## src/rtl/q_max_select.sv

```systemverilog
// q_max_select: scans one frame of IEEE-754 single-precision Q-values coming
// from target_net. It returns the largest value and its arrival index one cycle
// after the last value. A terminal frame forces the returned value to zero.
module q_max_select #(
   parameter int DATA_WIDTH            = 32,
   parameter int NUMBER_OF_OUTPUT_NODE = 3,
   parameter int INDEX_WIDTH           = 2
) (
   input  logic                   clk,
   input  logic                   rst_n,
   input  logic                   i_valid,
   input  logic [DATA_WIDTH-1:0]  i_data,
   input  logic                   i_done,
   output logic [DATA_WIDTH-1:0]  o_data,
   output logic [INDEX_WIDTH-1:0] o_index,
   output logic                   o_valid
);

   // One extra bit so the counter can never wrap before the frame ends.
   localparam int               CNT_W = INDEX_WIDTH + 1;
   localparam logic [CNT_W-1:0] LAST  = CNT_W'(NUMBER_OF_OUTPUT_NODE - 1);
   localparam bit               ONE   = (NUMBER_OF_OUTPUT_NODE == 1);

   typedef enum logic [1:0] {IDLE, COLLECT, OUT} state_t;

   state_t                 state, state_nxt;
   logic [CNT_W-1:0]       cnt;
   logic [DATA_WIDTH-1:0]  run_max;
   logic [INDEX_WIDTH-1:0] run_idx;
   logic                   done_q;
   logic                   first_take;
   logic                   take_new;

   function automatic logic is_nan(input logic [DATA_WIDTH-1:0] v);
      return (v[30:23] == 8'hFF) && (v[22:0] != 23'd0);
   endfunction

   // Strict a > b on raw float bits. A NaN in 'a' never wins, and any non-NaN
   // beats a NaN in 'b'. Because of this, a frame that is all NaN keeps its
   // first element.
   function automatic logic f_gt(input logic [DATA_WIDTH-1:0] a,
                                 input logic [DATA_WIDTH-1:0] b);
      logic res;
      if (is_nan(a))
         res = 1'b0;
      else if (is_nan(b))
         res = 1'b1;
      else if (!a[31] && !b[31])
         res = (a[30:0] > b[30:0]);
      else if (a[31] && b[31])
         res = (a[30:0] < b[30:0]);
      else if (!a[31])
         res = !((a[30:0] == 31'd0) && (b[30:0] == 31'd0)); // +0 == -0
      else
         res = 1'b0;
      return res;
   endfunction

   assign take_new = f_gt(i_data, run_max);

   // State register.
   always_ff @(posedge clk) begin
      if (!rst_n) state <= IDLE;
      else        state <= state_nxt;
   end

   // Next state. In OUT, a new value is accepted as the first element of the next frame.
   always_comb begin
      state_nxt  = state;
      first_take = 1'b0;
      case (state)
         IDLE: begin
            if (i_valid) begin
               first_take = 1'b1;
               state_nxt  = ONE ? OUT : COLLECT;
            end
         end
         COLLECT: begin
            if (i_valid && (cnt == LAST)) state_nxt = OUT;
         end
         OUT: begin
            if (i_valid) begin
               first_take = 1'b1;
               state_nxt  = ONE ? OUT : COLLECT;
            end else begin
               state_nxt  = IDLE;
            end
         end
         default: state_nxt = IDLE;
      endcase
   end

   // Running max/index tracking and the registered result. A new frame can
   // start on the same edge that publishes the previous result.
   always_ff @(posedge clk) begin
      if (!rst_n) begin
         cnt     <= '0;
         run_max <= '0;
         run_idx <= '0;
         done_q  <= 1'b0;
         o_data  <= '0;
         o_index <= '0;
         o_valid <= 1'b0;
      end else begin
         o_valid <= (state == OUT);
         if (state == OUT) begin
            o_data  <= done_q ? '0 : run_max;
            o_index <= run_idx;
            cnt     <= '0;
         end
         if (first_take) begin
            run_max <= i_data;
            run_idx <= '0;
            done_q  <= i_done;
            cnt     <= CNT_W'(1);
         end else if ((state == COLLECT) && i_valid) begin
            cnt <= cnt + 1'b1;
            if (take_new) begin
               run_max <= i_data;
               run_idx <= cnt[INDEX_WIDTH-1:0];
            end
         end
      end
   end

endmodule

```

## config.mk

```make
export PLATFORM = sky130hd
export DESIGN_NAME = q_max_select
export DESIGN_NICKNAME = d
export VERILOG_FILES = /design/src/rtl/q_max_select.sv
export SDC_FILE = /design/constraint.sdc
export NUM_CORES = 1
export LEC_CHECK = 0
export CORE_MARGIN = 3
export CORE_UTILIZATION = 40
export DETAILED_ROUTE_END_ITERATION = 10
export GPL_ROUTABILITY_DRIVEN = 0
export PLACE_DENSITY = 0.65
export SLEW_MARGIN = 30
export SYNTH_ARGS = -nofsm -noshare
export SYNTH_HDL_FRONTEND = slang
export SYNTH_SLANG_ARGS = --single-unit
```

## constraint.sdc

```tcl
create_clock -name clk -period 4.5 [get_ports clk]
set_clock_uncertainty 0.2 [all_clocks]
set_input_delay 0.45 -clock clk [delete_from_list [all_inputs] [get_ports clk]]
set_output_delay 0.45 -clock clk [all_outputs]
set_load 0.1 [all_outputs]
```

==> results by group <==
Worst hold path
  – Worst hold start: o_index[0]
  – HP Class: reg -> reg

Power
  – Combinational power share: a little under a quarter
  – Leak pwr: approximately 2.4 nW
  – P_int: around 1.3 mW
  – Flop pwr share: 40.2%
  – Power Dens Cells: 326.8 mW/mm2
  – Switching share of power: between 30 and 40%
  – VDD IR max: between 0.15 and 0.2 mV
  – Switching pwr: 0.5836 mW
  – Clk network pwr share: 37.1%

Yosys
  – YS warnings: 0
  – Post-synth top area cell: dfxtp_1
  – Synth top area cells: dfxtp_1 32%, o311ai_4 11%, ha_1 8.8%
  – #FFs+latches synth: 75
  – Sequential-to-total area share from yosys stat: ~32%
  – Ys async rst share: 0%
  – Yosys top cell area share: between 30% and 40%
  – Syn nets: approximately 570
  – Synth Flop Type: dfxtp_1
  – Library cells used by synthesis: 45
  – Cell area after synthesis: approximately 0.0047 mm2
  – Cells after synthesis: around 500
  – Average size of a mapped cell: 9.296 um2
  – Post-synth EDFFs: 0

Worst setup path
  – CP bufs+invs: 1
  – Critical path's largest stage delay: ~670 ps
  – CP max FO: 31
  – Cells along the critical path: clkdlybuf4s50_1, ha_1, nand4_1, nor4_1, a31o_2, a21oi_1, o2bb2ai_2, and2_4, o311ai_1
  – R2R Setup Slk: approximately 1300 ps
  – Worst setup path class: in -> reg
  – Slowest cell on crit path: and2_4
  – Worst path depth: 9
  – Worst Path Arrival: roughly 3400 ps
  – Reg2reg path depth: 9
  – Crit path to: run_max[21]
  – Req. time, crit path: ~4500 ps
  – R2r startpoint: run_max[29]
  – Worst setup EP type: flop
  – Critical R2R Capture: run_max[21]
  – CP Launch Point: i_data[26]
  – CP Launch Type: input pin
  – CP top delay family: simple AND/OR/NAND/NOR gates

Finish
  – Fillers: roughly 1100
  – Share of cells above drive strength 1: 9.353%
  – Final nets: 620
  – Final instance area: about 0.0057 mm2
  – Antenna diode count: 0
  – Synth-to-layout area growth: 22.42%

Run
  – Max-cap violations: 0

Detailed routing
  – Iteration-0 DRC Markers: about 250
  – Remaining antenna violation count: 0
  – # DRC: 0
  – Number of vias per cell: 5.967
  – Via Count: approximately 4200
  – Drt first pass iters: 4
  – WL final: 12.58 mm
  – Average wire per standard cell: approximately 18 um

Global routing
  – Antenna violations before repair: 0
  – Global Route Usage Sum: about a fifth
  – Met2 Resource Use GR: a little under a third
  – Met3 Use GR: about 4.4%
  – Global-route wire length before repair: 20.71 mm
  – Vias in the first global route: 4159
  – Most used routing layer: met2
  – Largest net degree at the start of global routing: a little under 70
  – Met1 Use GR: about a quarter
  – Total gr overflow: 0

STA
  – Part of the cycle the worst path needs: 75.61%
  – Worst slew pin tran: 995.4 ps
  – FMAX: around 290 MHz
  – Slew headroom: about a third
  – Period minus WS final: approximately 3400 ps
  – Pins Over Slew Limit: 0
  – RSZ-0062 raised after global routing: false
  – Final hold violations: 0
  – Setup_tns: 0 ps
  – Setup violations, final: 0

Clock network
  – Num Clock Sinks: 75
  – Post-CTS setup buffers: 0
  – Resized Gates After CTS: 0
  – Hold buffer count at CTS: 0
  – CTS tree: built
  – Clk slew on worst S/H paths: 60 ps
  – CTS Buf Count: 9
  – CTS root buffer: clkbuf_16
  – # H-tree levels: 3
  – Worst-skew pair later-pin latency: 330 ps
  – CTS max path bufs: 2

Die
  – Top Ports: between 70 and 80
  – Die area: 0.01302 mm2
  – Die Wd: 114.1 um
  – Area of the core: approximately 0.011 mm2
  – Core Rows: 38
  – Initial Utilization: around 42%
  – DIE HEIGHT: about 110 um

Run status
  – Status: complete, no violations

Place
  – Buffers on Ports: 70
  – Detailed Place HPWL: around 8.6 mm
  – Post-Place Cell Area: between 0.005 and 0.006 mm2
## cell type report
cell class | instances | area (um2) | share of cell area [%]
Multi-Input combinational cell | 353 | 2869 | 50.12
Sequential cell | 75 | 1501 | 26.23
Timing Repair Buffer | 76 | 753.2 | 13.16
Clock buffer | 11 | 252.7 | 4.415
Tap cell | 140 | 175.2 | 3.060
Inverter | 36 | 135.1 | 2.361
Clock inverter | 5 | 37.54 | 0.6557
## worst min-delay path by stage
stage	cells past startpoint	slack (ps)	endpoint
after floorplan	2	240	o_index[0]
after global placement	2	250	o_index[0]
after detailed placement	2	260	o_index[1]
after CTS	2	270	o_index[1]
after global routing	2	290	o_index[0]
final	2	260	o_index[0]
## Yosys cell counts, types with 2 or more instances
cell type   n
o21a_1      3
nand4_1    13
a2bb2oi_1  31
and2_1      2
nor4_1     14
dfxtp_1    75
buf_2       6
o21ai_0     5
and3_1     31
mux2i_1     2
nor2_1     12
a21oi_1    19
ha_1       33
o311ai_1   11
nand2_1    49
o311ai_4   20
nand2b_1    2
nor2b_1     6
a22o_1     33
nand3_1    37
a21boi_0    4
o31ai_1     2
inv_1      36
nor3_1      7
buf_12      2
clkbuf_1   29
## state kept, by name, summed over array words and instances, names as in the netlist
name     cells
run_max     32
state        2
run_idx      2
o_index      2
o_data      32
done_q       1
o_valid      1
cnt          3
## cell usage in the layout (no fill, tap or decap), types with 3 or more instances in the layout
cell             instances
a21oi_1                 19
buf_4                    5
clkdlybuf4s50_1         69
nor4_1                  14
ha_1                    33
clkbuf_16                9
o21ai_0                  5
o311ai_1                11
a2bb2oi_1               31
and3_1                  31
o311ai_4                20
nor2_1                  12
dfxtp_1                 75
nand3_1                 37
a21boi_0                 4
nor3_1                   7
nand2_1                 49
nand4_1                 13
inv_1                   36
o21a_1                   3
a22o_1                  33
nor2b_1                  5
## kinds of logic (layout without fill, tap and decap cells)
kind of cell	count (synthesis)	in the layout	share of synthesized area, %
simple gates	177	177	19.51
compound gates	141	141	32.08
flops	75	75	32.11
buf+inv	75	128	7.038
fa+ha+maj	33	33	8.831
mux	2	2	0.4282
## per-layer routing
metal,share of wire (%),wire [um]
met1,47,5959
met2,46,5722
met3,4.2,525
met4,2.9,369
met5,0,0
## through the flow
stage	instances	util, %	hold WS [ps]	worst slack [ps]	total power, mW
after CTS	696	51.45	266.9	1088	1.884
after detailed placement	680	48.84	258.7	780.6	1.191
final	696	51.45	261.1	1098	1.871
after global routing	696	51.45	288.2	938.0	1.965
after floorplan	503	-	241.2	1855	1.073
after global placement	680	48.80	252.8	909.4	1.173
## worst min-delay path, cell delays in order, from the launching register on
cell	delay, ps
dfxtp_1	310
nand2_1	50
a21boi_0	60
## power by group through the flow
| stage | Combinational, mW | Sequential, mW | Clock [mW] |
|---|---|---|---|
| 2_1_floorplan | 0.326 | 0.747 | 0 |
| 3_3_place_gp | 0.409 | 0.764 | 0 |
| 3_5_place_dp | 0.426 | 0.765 | 0 |
| 4_1_cts | 0.429 | 0.750 | 0.705 |
| 5_1_grt | 0.469 | 0.757 | 0.739 |
| 6_report | 0.426 | 0.752 | 0.694 |
(Power assumes the default switching activity.)
